$ cat config.mk
export PLATFORM = sky130hd
export DESIGN_NAME = adder_arbiter_flat
export DESIGN_NICKNAME = d
export VERILOG_FILES = /design/src/rtl/adder_arbiter_pkg.sv /design/src/rtl/adder_arbiter_if.sv /design/src/rtl/adder_arbiter_rr_arbiter.sv /design/src/rtl/carry_look_ahead_adder.sv /design/src/rtl/adder_arbiter.sv /design/src/flat_wrapper.sv
export SDC_FILE = /design/constraint.sdc
export NUM_CORES = 1
export LEC_CHECK = 0
export ABC_AREA = 1
export ABC_CLOCK_PERIOD_IN_PS = 10840
export CAP_MARGIN = 5
export CORE_MARGIN = 10
export CORE_UTILIZATION = 30
export CTS_CLUSTER_DIAMETER = 50
export DETAILED_ROUTE_END_ITERATION = 16
export GPL_TIMING_DRIVEN = 0
export PLACE_DENSITY_LB_ADDON = 0.25
export SETUP_SLACK_MARGIN = 0.3
export SKIP_CTS_REPAIR_TIMING = 1
export SLEW_MARGIN = 0
export SYNTH_ARGS = -nofsm -noshare
export SYNTH_HDL_FRONTEND = slang
export SYNTH_SLANG_ARGS = --single-unit
$ cat constraint.sdc
create_clock -name clk -period 10.84 [get_ports clk]
set_input_delay 1.626 -clock clk [delete_from_list [all_inputs] [get_ports clk]]
set_output_delay 1.626 -clock clk [all_outputs]
set_load 0.05 [all_outputs]
$ cat src/rtl/adder_arbiter_pkg.sv
// Shared definitions for the adder arbiter and other clients of the shared adder.
package adder_arbiter_pkg;

   localparam int ADDER_BUS_WIDTH       = 32;
   localparam int ADDER_CLA_BLOCK_WIDTH = 4;

   typedef enum logic {
      SLOT_EMPTY = 1'b0,
      SLOT_FULL  = 1'b1
   } slot_state_e;

   // Width of a requester index; never narrower than one bit.
   function automatic int id_w(input int n);
      return (n <= 2) ? 1 : $clog2(n);
   endfunction

endpackage

$ cat src/rtl/adder_arbiter_if.sv
// Request/response bundle between the clients and the adder arbiter.
interface adder_arbiter_if
   import adder_arbiter_pkg::*;
#(
   parameter int NUM_REQ   = 4,
   parameter int BUS_WIDTH = ADDER_BUS_WIDTH
) ();

   localparam int ID_W = id_w(NUM_REQ);

   logic [NUM_REQ-1:0]           req_valid;
   logic [NUM_REQ-1:0]           req_ready;
   logic [NUM_REQ*BUS_WIDTH-1:0] req_in1;
   logic [NUM_REQ*BUS_WIDTH-1:0] req_in2;
   logic                         rsp_valid;
   logic                         rsp_ready;
   logic [ID_W-1:0]              rsp_id;
   logic [BUS_WIDTH-1:0]         rsp_sum;

   // Client side: offers operands, consumes results.
   modport master (
      output req_valid, req_in1, req_in2, rsp_ready,
      input  req_ready, rsp_valid, rsp_id, rsp_sum
   );

   // Arbiter side.
   modport slave (
      input  req_valid, req_in1, req_in2, rsp_ready,
      output req_ready, rsp_valid, rsp_id, rsp_sum
   );

endinterface

$ cat src/rtl/adder_arbiter_rr_arbiter.sv
// Round-robin arbiter: scans from ptr upward with wrap, grants the first requester.
module rr_arbiter
   import adder_arbiter_pkg::*;
#(
   parameter  int N = 4,
   localparam int W = id_w(N)
) (
   input  logic [N-1:0] req,
   input  logic [W-1:0] ptr,
   input  logic         en,
   output logic [N-1:0] gnt,
   output logic [W-1:0] gnt_idx
);

   logic         found;
   logic [W-1:0] idx;

   // Pick the first requester at or after ptr; gnt_idx is valid whenever any req is set.
   always_comb begin
      gnt_idx = '0;
      found   = 1'b0;
      idx     = '0;
      gnt     = '0;
      for (int k = 0; k < N; k++) begin
         idx = W'((int'(ptr) + k) % N);
         if (!found && req[idx]) begin
            found   = 1'b1;
            gnt_idx = idx;
         end
      end
      if (en && found) begin
         gnt[gnt_idx] = 1'b1;
      end
   end

endmodule

$ cat src/rtl/carry_look_ahead_adder.sv
// Block carry-look-ahead adder; BLOCK_WIDTH must divide WIDTH, carry out is dropped.
module carry_look_ahead_adder #(
   parameter int WIDTH       = 32,
   parameter int BLOCK_WIDTH = 4
) (
   input  logic [WIDTH-1:0] in1,
   input  logic [WIDTH-1:0] in2,
   output logic [WIDTH-1:0] sum
);

   localparam int NUM_BLOCKS = WIDTH / BLOCK_WIDTH;

   // The top bit's generate would only feed the discarded carry out.
   logic [WIDTH-2:0] gen;
   logic [WIDTH-1:0] prop;
   logic [WIDTH-1:0] carry;

   assign gen  = in1[WIDTH-2:0] & in2[WIDTH-2:0];
   assign prop = in1 ^ in2;

   // Block carry-ins by look-ahead over block generate/propagate, then ripple inside each block.
   always_comb begin
      logic blk_gen;
      logic blk_prop;
      carry    = '0;
      blk_gen  = 1'b0;
      blk_prop = 1'b0;
      for (int b = 0; b < NUM_BLOCKS - 1; b++) begin
         blk_gen  = 1'b0;
         blk_prop = 1'b1;
         for (int j = 0; j < BLOCK_WIDTH; j++) begin
            blk_gen  = gen[b*BLOCK_WIDTH + j] | (prop[b*BLOCK_WIDTH + j] & blk_gen);
            blk_prop = blk_prop & prop[b*BLOCK_WIDTH + j];
         end
         carry[(b+1)*BLOCK_WIDTH] = blk_gen | (blk_prop & carry[b*BLOCK_WIDTH]);
      end
      for (int b = 0; b < NUM_BLOCKS; b++) begin
         for (int j = 1; j < BLOCK_WIDTH; j++) begin
            carry[b*BLOCK_WIDTH + j] = gen[b*BLOCK_WIDTH + j - 1]
                                     | (prop[b*BLOCK_WIDTH + j - 1] & carry[b*BLOCK_WIDTH + j - 1]);
         end
      end
   end

   assign sum = prop ^ carry;

endmodule

$ cat src/rtl/adder_arbiter.sv
// Shares one CLA adder among NUM_REQ requesters with round-robin grant and a one-entry result slot.
module adder_arbiter
   import adder_arbiter_pkg::*;
#(
   parameter  int NUM_REQ         = 4,
   parameter  int BUS_WIDTH       = ADDER_BUS_WIDTH,
   parameter  int CLA_BLOCK_WIDTH = ADDER_CLA_BLOCK_WIDTH,
   localparam int ID_W            = id_w(NUM_REQ)
) (
   input logic            clk,
   input logic            rst,
   adder_arbiter_if.slave bus
);

   slot_state_e          state_q, state_d;
   logic [BUS_WIDTH-1:0] sum_q, sum_d;
   logic [ID_W-1:0]      id_q, id_d;
   logic [ID_W-1:0]      ptr_q, ptr_d;

   logic                 can_accept;
   logic                 accept;
   logic [NUM_REQ-1:0]   gnt;
   logic [ID_W-1:0]      gnt_idx;
   logic [BUS_WIDTH-1:0] op1, op2, adder_sum;

   // The slot can take a new result when empty or when the current one leaves this cycle.
   assign can_accept = (state_q == SLOT_EMPTY) || bus.rsp_ready;
   assign accept     = can_accept && (|bus.req_valid);

   rr_arbiter #(.N(NUM_REQ)) u_arb (
      .req     (bus.req_valid),
      .ptr     (ptr_q),
      .en      (can_accept),
      .gnt     (gnt),
      .gnt_idx (gnt_idx)
   );

   assign op1 = bus.req_in1[int'(gnt_idx)*BUS_WIDTH +: BUS_WIDTH];
   assign op2 = bus.req_in2[int'(gnt_idx)*BUS_WIDTH +: BUS_WIDTH];

   carry_look_ahead_adder #(
      .WIDTH       (BUS_WIDTH),
      .BLOCK_WIDTH (CLA_BLOCK_WIDTH)
   ) u_adder (
      .in1 (op1),
      .in2 (op2),
      .sum (adder_sum)
   );

   // Next slot contents and pointer: capture on accept, drain when consumed without refill.
   always_comb begin
      state_d = state_q;
      sum_d   = sum_q;
      id_d    = id_q;
      ptr_d   = ptr_q;
      if (accept) begin
         state_d = SLOT_FULL;
         sum_d   = adder_sum;
         id_d    = gnt_idx;
         ptr_d   = (gnt_idx == ID_W'(NUM_REQ - 1)) ? '0 : gnt_idx + 1'b1;
      end else if ((state_q == SLOT_FULL) && bus.rsp_ready) begin
         state_d = SLOT_EMPTY;
      end
   end

   // Slot and pointer registers; reset drops any held result.
   always_ff @(posedge clk or posedge rst) begin
      if (rst) begin
         state_q <= SLOT_EMPTY;
         sum_q   <= '0;
         id_q    <= '0;
         ptr_q   <= '0;
      end else begin
         state_q <= state_d;
         sum_q   <= sum_d;
         id_q    <= id_d;
         ptr_q   <= ptr_d;
      end
   end

   assign bus.req_ready = gnt;
   assign bus.rsp_valid = (state_q == SLOT_FULL);
   assign bus.rsp_id    = id_q;
   assign bus.rsp_sum   = sum_q;

endmodule

$ cat src/flat_wrapper.sv
// flat-port wrapper written by rule: the top's interface ports become plain ports
module adder_arbiter_flat import adder_arbiter_pkg::*;
#(
   parameter  int NUM_REQ         = 4,
   parameter  int BUS_WIDTH       = ADDER_BUS_WIDTH,
   parameter  int CLA_BLOCK_WIDTH = ADDER_CLA_BLOCK_WIDTH,
   localparam int ID_W            = id_w(NUM_REQ)
)
  (clk, rst, bus_req_valid, bus_req_in1, bus_req_in2, bus_rsp_ready, bus_req_ready, bus_rsp_valid, bus_rsp_id, bus_rsp_sum);
  adder_arbiter_if #(.NUM_REQ(NUM_REQ), .BUS_WIDTH(BUS_WIDTH)) bus_i ();
  input logic clk;
  input logic rst;
  input wire logic [$bits(bus_i.req_valid)-1:0] bus_req_valid;
  input wire logic [$bits(bus_i.req_in1)-1:0] bus_req_in1;
  input wire logic [$bits(bus_i.req_in2)-1:0] bus_req_in2;
  input wire logic [$bits(bus_i.rsp_ready)-1:0] bus_rsp_ready;
  output wire logic [$bits(bus_i.req_ready)-1:0] bus_req_ready;
  output wire logic [$bits(bus_i.rsp_valid)-1:0] bus_rsp_valid;
  output wire logic [$bits(bus_i.rsp_id)-1:0] bus_rsp_id;
  output wire logic [$bits(bus_i.rsp_sum)-1:0] bus_rsp_sum;
  assign bus_i.req_valid = bus_req_valid;
  assign bus_i.req_in1 = bus_req_in1;
  assign bus_i.req_in2 = bus_req_in2;
  assign bus_i.rsp_ready = bus_rsp_ready;
  assign bus_req_ready = bus_i.req_ready;
  assign bus_rsp_valid = bus_i.rsp_valid;
  assign bus_rsp_id = bus_i.rsp_id;
  assign bus_rsp_sum = bus_i.rsp_sum;
  adder_arbiter #(.NUM_REQ(NUM_REQ), .BUS_WIDTH(BUS_WIDTH), .CLA_BLOCK_WIDTH(CLA_BLOCK_WIDTH)) u_core (.clk(clk), .rst(rst), .bus(bus_i));
endmodule
==> After elaboration in Yosys (flattened, before gate mapping) <==
Cells that the tools add are included.
{ "word_totals": {"register_bits": 37, "inputBits": 263, "out_inout_bits": 39, "word_cells": 170} }
{ "op_classes": {"add_sub_neg": 4, "n_lt_le_gt_ge": 6, "eq_ne": 1, "shift": 2, "muxes": 22, "bitwise_logic": 118, "reduce_logical": 13} }
{ "ops": {"columns": ["operator", "n"], "rows": [
  ["128-bit by 8-bit variable part select with 32-bit output", 2],
  ["1-bit AND", 66],
  ["32-bit XOR", 2],
  ["1-bit bitwise OR", 48],
  ["31-bit AND", 1],
  ["2-bit by 3-bit < comparator with 1-bit output, second input constant", 5],
  ["1-bit 2-to-1 mux", 11],
  ["2-bit 2-to-1 mux", 5],
  ["1-bit binary-select mux with 2-bit select", 4],
  ["1-bit logical AND", 7],
  ["2-bit by 1-bit adder with 2-bit output, second input constant", 2],
  ["2-bit adder, second input constant", 2],
  ["4-bit 2-to-1 mux", 1],
  ["4-bit OR reduction", 1],
  ["1-bit zero test", 3],
  ["1-bit demux with 2-bit select", 1],
  ["2-bit == test, second input constant", 1],
  ["2-bit by 1-bit >= comparator with 1-bit output, second input constant", 1],
  ["2-bit nonzero test", 1],
  ["1-bit logical OR", 1],
  ["1-bit NOT", 1]
]} }

==> Depth between registers and ports, before layout <==
{ "logic_depth": {"depth_word": 39, "mapped_depth": 39, "depth_no_buf": 36} }

==> Hierarchy <==
A second synthesis with hierarchy kept.
{ "unflattened": {"hier_cells": 831, "hier_area_um2": 5656.7} }
{ "by_module_without_submodules": {"columns": ["mod", "instances", "cells_each", "area_each_um2", "seq_area_each_um2"], "rows": [
  ["adder_arbiter", 1, 656, 4154.0, 925.9],
  ["carry_look_ahead_adder", 1, 109, 1132.3, 0.0],
  ["rr_arbiter", 1, 66, 370.4, 0.0]
]} }

==> Worst setup path after synthesis <==
Ideal clock, no wire load.
{ "synth_timing": {"path_kind": "input -> register", "startpoint": "input port bus_req_valid[3]", "endpoint": "register u_core.sum_q[31] (netlist: u_core.bus.rsp_sum[31])", "setup_ns": 0.118, "arrival_time_ns": 6.135, "required_ns": 10.722, "setup_slack_ns": 4.587, "stages": 35, "n_path_buf": 2, "path_cell_list": "inv_1 -> nand2_1 -> nand3_1 -> nand2_1 -> inv_2 -> nand3_2 -> nand3_4 -> inv_4 -> buf_6 -> buf_2 -> o21ai_0 -> o22ai_1 -> ha_1 -> fa_1 -> fa_1 -> fa_1 -> nand3_1 -> nand3_1 -> nand2_1 -> nand2_1 -> nand2_1 -> nand2_1 -> nand2_1 -> nand2_1 -> nand2_1 -> nand2_1 -> a21oi_1 -> fa_1 -> fa_1 -> fa_1 -> inv_1 -> nand3_1 -> nand3_1 -> nand3_1 -> nand2_1"} }
{ "synth_between": {"elab_chain_cells": 39, "word_cells_on_any_way": 106, "classes_between": "2 x shift; 15 x mux; 81 x bitwise; 8 x reduce/logical"} }
{ "synth_rtl": {"columns": ["item", "line", "rtl"], "rows": [
  ["start, declared", "flat_wrapper.sv:13", "input wire logic [$bits(bus_i.req_valid)-1:0] bus_req_valid;"],
  ["1-bit binary-select mux with 2-bit select", "adder_arbiter_rr_arbiter.sv:26", "if (!found && req[idx]) begin"],
  ["1-bit 2-to-1 mux (implied by the code)", "adder_arbiter_rr_arbiter.sv:26", null],
  ["1-bit 2-to-1 mux", "adder_arbiter_rr_arbiter.sv:26", null],
  ["1-bit zero test", "adder_arbiter_rr_arbiter.sv:26", null],
  ["1-bit logical AND", "adder_arbiter_rr_arbiter.sv:26", null],
  ["1-bit 2-to-1 mux", "adder_arbiter_rr_arbiter.sv:26", null],
  ["1-bit zero test", "adder_arbiter_rr_arbiter.sv:26", null],
  ["1-bit logical AND", "adder_arbiter_rr_arbiter.sv:26", null],
  ["[23 not listed]", null, null],
  ["1-bit bitwise OR", "carry_look_ahead_adder.sv:35", "carry[(b+1)*BLOCK_WIDTH] = blk_gen | (blk_prop & carry[b*BLOCK_WIDTH]);"],
  ["1-bit AND", "carry_look_ahead_adder.sv:40", "| (prop[b*BLOCK_WIDTH + j - 1] & carry[b*BLOCK_WIDTH + j - 1]);"],
  ["1-bit bitwise OR", "carry_look_ahead_adder.sv:40", null],
  ["1-bit AND", "carry_look_ahead_adder.sv:40", null],
  ["1-bit bitwise OR", "carry_look_ahead_adder.sv:40", null],
  ["1-bit AND", "carry_look_ahead_adder.sv:40", null],
  ["1-bit bitwise OR", "carry_look_ahead_adder.sv:40", null],
  ["32-bit XOR", "carry_look_ahead_adder.sv:45", "assign sum = prop ^ carry;"],
  ["end signal, assigned", "adder_arbiter.sv:75", "sum_q <= sum_d;"],
  ["end, declared", "adder_arbiter.sv:16", "logic [BUS_WIDTH-1:0] sum_q, sum_d;"]
]} }
Several ways; a longest one is shown, not always the timed one. The select of a mux whose other input is x is not followed.
A chain may end at the register's enable or synchronous reset.

==> Worst setup path in the final report <==
{ "layout_timing": {"startpoint": "input port bus_req_valid[2]", "endpoint": "register u_core.sum_q[31] (netlist: u_core.bus.rsp_sum[31])"} }
The elaborated chain is that of the path after synthesis.

==> impl_results.html <==
<table>
<tr><th>Metric</th><th>Value</th></tr>
<tr><th colspan="2">CTS</th></tr>
<tr><td>Number of buffers on the longest clock path</td><td>2</td></tr>
<tr><td>Number of CTS-inserted buffers</td><td>5</td></tr>
<tr><td>Clock tree sinks</td><td>37</td></tr>
<tr><td>H-tree depth reported by CTS</td><td>2</td></tr>
<tr><td>Clock latency at the later pin of the worst-skew pair</td><td>roughly 0.28 ns</td></tr>
<tr><td>Clock Tree Root</td><td>sky130_fd_sc_hd__clkbuf_16</td></tr>
<tr><td>Clock tree from TritonCTS</td><td>yes</td></tr>
<tr><td>Clk slew on worst S/H paths</td><td>0.06 ns</td></tr>
<tr><th colspan="2">Timing</th></tr>
<tr><td>Final setup violation count</td><td>0</td></tr>
<tr><td>Worst slew pin tran</td><td>just over 0.8 ns</td></tr>
<tr><td>Hold slack final</td><td>~0.48 ns</td></tr>
<tr><td>Setup repair after global routing missed its margin</td><td>false</td></tr>
<tr><td>Max transition margin</td><td>44.9%</td></tr>
<tr><td>Number of hold violations in the final report</td><td>0</td></tr>
<tr><td>Setup Skew</td><td>between 0.009 and 0.01 ns</td></tr>
<tr><td>Post-layout min period</td><td>around 7.3 ns</td></tr>
<tr><td>Final Max Slew Viols</td><td>0</td></tr>
<tr><td>Highest clock rate</td><td>136 MHz</td></tr>
<tr><td>Sum Neg Setup Slack</td><td>0 ns</td></tr>
<tr><td>Portion of the clock cycle consumed by the worst path in the final layout</td><td>67.7%</td></tr>
<tr><th colspan="2">Yosys</th></tr>
<tr><td>Largest cells by area after synthesis</td><td>sky130_fd_sc_hd__dfrtp_1 (19%), sky130_fd_sc_hd__nand2_1 (15%), sky130_fd_sc_hd__fa_1 (9.7%)</td></tr>
<tr><td>Async set-or-reset flop fraction in the synthesized netlist</td><td>between 90% and 100%</td></tr>
<tr><td>Sequential share of the synthesized area</td><td>a little under a fifth</td></tr>
<tr><td>Mean area per synthesized cell</td><td>slightly below 7 µm²</td></tr>
<tr><td>Area share of the leading cell type in the synthesized netlist</td><td>a little under a fifth</td></tr>
<tr><td>Yosys warning count</td><td>0</td></tr>
<tr><td>Synth Register Bits</td><td>37</td></tr>
<tr><td>Netlist cell types</td><td>36</td></tr>
<tr><td>Area of the mapped netlist</td><td>slightly below 0.005 mm²</td></tr>
<tr><td>Largest area contributor in the netlist</td><td>sky130_fd_sc_hd__dfrtp_1</td></tr>
<tr><td>Post-synthesis cell count</td><td>~740</td></tr>
<tr><td>Prevailing post-synth register cell</td><td>sky130_fd_sc_hd__dfrtp_1</td></tr>
<tr><td>Count of flip-flops with a built-in enable after synthesis</td><td>0</td></tr>
<tr><td>Syn_nets</td><td>1053</td></tr>
<tr><th colspan="2">Detailed routing</th></tr>
<tr><td>Count of routing violations after the opening detailed-route iteration</td><td>403</td></tr>
<tr><td>Sum of routed wire length over all layers</td><td>roughly 25 mm</td></tr>
<tr><td>Vias per Instance</td><td>roughly 5.0</td></tr>
<tr><td>Met1 layer wirelength in the final routing</td><td>about 11 mm</td></tr>
<tr><td>Number of iterations in the first detailed-routing pass</td><td>5</td></tr>
<tr><td>Detailed-route via count</td><td>~6300</td></tr>
<tr><td>Met2 wirelength from detailed routing</td><td>between 10 and 15 mm</td></tr>
<tr><td>Final ANT Viol Nets</td><td>0</td></tr>
<tr><td>Met3 WL</td><td>1.92 mm</td></tr>
<tr><td>Wirelength per Cell</td><td>20.2 µm</td></tr>
<tr><td>Top routing layer used</td><td>met4</td></tr>
<tr><td>DRC viols</td><td>0</td></tr>
<tr><th colspan="2">Global routing</th></tr>
<tr><td>Initial antenna violation count</td><td>1</td></tr>
<tr><td>Gr usage total</td><td>a little over a fifth</td></tr>
<tr><td>Via count of the first global-routing pass</td><td>~6400</td></tr>
<tr><td>Wire length of the first global-routing pass</td><td>37.3 mm</td></tr>
<tr><td>Overflow after GRT</td><td>0</td></tr>
<tr><td>Largest net degree at the start of global routing</td><td>38</td></tr>
<tr><th colspan="2">Floorplanning</th></tr>
<tr><td>Die Span X</td><td>around 150 µm</td></tr>
<tr><td>Vertical die dimension</td><td>between 100 and 150 µm</td></tr>
<tr><td>Floorplan row count</td><td>between 40 and 50</td></tr>
<tr><td>Floorplan die area</td><td>0.0221 mm²</td></tr>
<tr><td>Core Footprint</td><td>approximately 0.016 mm²</td></tr>
<tr><td>Starting density of the core</td><td>just over 30%</td></tr>
<tr><td>IO Count</td><td>about 300</td></tr>
<tr><th colspan="2">Cells and area</th></tr>
<tr><td>Net count of the finished layout</td><td>1361</td></tr>
<tr><td>Multi-input gate area</td><td>0.00349 mm²</td></tr>
<tr><td>Sequential cell area</td><td>around 930 µm²</td></tr>
<tr><td>Commonest cells after routing, fill and taps aside</td><td>sky130_fd_sc_hd__clkdlybuf4s50_1 (301), sky130_fd_sc_hd__nand2_1 (200), sky130_fd_sc_hd__o21ai_0 (86)</td></tr>
<tr><td>Fill cells</td><td>between 1500 and 2000</td></tr>
<tr><td>Post-synthesis to final-layout area growth</td><td>68.9%</td></tr>
<tr><td>Most common library cell in the layout ignoring fill and taps</td><td>sky130_fd_sc_hd__clkdlybuf4s50_1</td></tr>
<tr><td>Share of cells above drive strength 1</td><td>roughly 8.9%</td></tr>
<tr><th colspan="2">Worst setup path</th></tr>
<tr><td>Family of cells with the greatest summed delay on the critical path</td><td>adder cells</td></tr>
<tr><td>Worst EP required</td><td>between 10 and 15 ns</td></tr>
<tr><td>Critical path launch point type</td><td>input port</td></tr>
<tr><td>Critical path class</td><td>input port to register</td></tr>
<tr><td>Max incr delay on CP</td><td>around 0.52 ns</td></tr>
<tr><td>Bufs and invs on worst path</td><td>6</td></tr>
<tr><td>Critical Path Most Common Cell</td><td>sky130_fd_sc_hd__nand2_1</td></tr>
<tr><td>Kind of end point of the critical path</td><td>register</td></tr>
<tr><td>Worst Path Arrival</td><td>7.50 ns</td></tr>
<tr><td>Slowest cell on the critical path</td><td>sky130_fd_sc_hd__fa_1</td></tr>
<tr><td>Top fanout value on the critical path</td><td>10</td></tr>
<tr><th colspan="2">Place</th></tr>
<tr><td>Number of input and output port buffers inserted</td><td>301</td></tr>
<tr><td>Final Wtd Congestion</td><td>slightly below 0.9</td></tr>
<tr><td>Estimated wirelength of the detail-placed design</td><td>21.2 mm</td></tr>
<tr><th colspan="2">Job</th></tr>
<tr><td>Max-cap violations</td><td>0</td></tr>
<tr><th colspan="2">Status</th></tr>
<tr><td>Result of the run</td><td>complete, no violations</td></tr>
<tr><th colspan="2">Min path</th></tr>
<tr><td>Class of the most critical hold timing path</td><td>register to register</td></tr>
</table>
==> cells in the mapped netlist, types with 3 or more instances <==
master	n
sky130_fd_sc_hd__nand2_1	200
sky130_fd_sc_hd__o21ai_0	86
sky130_fd_sc_hd__nor2_1	67
sky130_fd_sc_hd__inv_1	40
sky130_fd_sc_hd__dfrtp_1	37
sky130_fd_sc_hd__a21oi_1	33
sky130_fd_sc_hd__ha_1	29
sky130_fd_sc_hd__inv_2	28
sky130_fd_sc_hd__buf_2	27
sky130_fd_sc_hd__fa_1	24
sky130_fd_sc_hd__o22ai_1	24
sky130_fd_sc_hd__nand3_1	20
sky130_fd_sc_hd__o21ai_1	19
sky130_fd_sc_hd__or2_1	18
sky130_fd_sc_hd__a32oi_2	13
sky130_fd_sc_hd__o211ai_1	13
sky130_fd_sc_hd__clkbuf_1	12
sky130_fd_sc_hd__a32oi_1	6
sky130_fd_sc_hd__buf_6	5
sky130_fd_sc_hd__nand4_1	5
sky130_fd_sc_hd__xor2_1	5
sky130_fd_sc_hd__buf_4	4
sky130_fd_sc_hd__a31oi_1	3
sky130_fd_sc_hd__a32o_1	3
sky130_fd_sc_hd__nand2_2	3
==> logic make-up after synthesis <==
family	count (synthesis)	synth area share, %
AOI/OAI and AO/OA	204	25.8
xor gates and xnor gates	6	1.06
adders and majority gates	53	17.0
buffers and inverters	119	10.9
DFF	37	18.7
and+or+nand+nor	318	26.6
==> final cells by class <==
cell class | instances | area share [%]
Clock buffer | 5 | 1.49
Tap cell | 216 | 3.23
Clock inverter | 1 | 0.0598
Antenna cell | 1 | 0.0299
Sequential cell | 37 | 11.1
Timing Repair Buffer | 301 | 36.0
Buffer | 48 | 3.18
Multi-Input combinational cell | 581 | 41.7
Inverter | 71 | 3.24
==> per-stage QoR <==
| step | setup WS, ns | instances | util [%] | area [µm²] |
|---|---|---|---|---|
| floorplan | 4.59 | 737 | - | 4960 |
| global placement | 3.28 | 1254 | 51.3 | 8240 |
| detailed placement | 3.21 | 1254 | 51.3 | 8240 |
| CTS | 3.50 | 1260 | 52.1 | 8370 |
| global route | 2.92 | 1261 | 52.1 | 8370 |
| finish | 3.50 | 1261 | 52.1 | 8370 |
==> per-layer routing <==
| metal | up-vias | track usage, % |
|---|---|---|
| met2 | 259 | 36.9 |
| met4 | 0 | 6.59 |
| met1 | 2911 | 26.8 |
| met5 | - | 0 |
| met3 | 32 | 4.79 |
| li1 | 3073 | - |
==> registers in the layout, indices dropped and copies added (netlist names) <==
register and cells:
u_core.bus.rsp_sum 32, u_core.bus.rsp_id 2, u_core.ptr_q 2, u_core.bus.rsp_valid 1
==> tightest hold or removal path: stages, from the launching register on <==
cell and delay (ns):
sky130_fd_sc_hd__dfrtp_1 0.34, sky130_fd_sc_hd__nand2_1 0.05, sky130_fd_sc_hd__o21ai_0 0.06
==> final timing paths <==
path	end	slack [ns]	startpoint	cells after the start
max	u_core.bus.rsp_sum[31]	3.50	bus_req_valid[2]	39
max in group asynchronous	u_core.bus.rsp_sum[4]	8.48	rst	2
min in group asynchronous	u_core.bus.rsp_sum[23]	1.83	rst	2
max reg2reg	u_core.bus.rsp_sum[31]	4.78	u_core.ptr_q[0]	36
min reg2reg	u_core.bus.rsp_sum[16]	0.48	u_core.bus.rsp_sum[16]	2
min	u_core.bus.rsp_sum[16]	0.48	u_core.bus.rsp_sum[16]	2
Power is left out: the tool's default activity adds up to more than one toggle a clock period on the data nets, which glitch-free logic cannot reach.
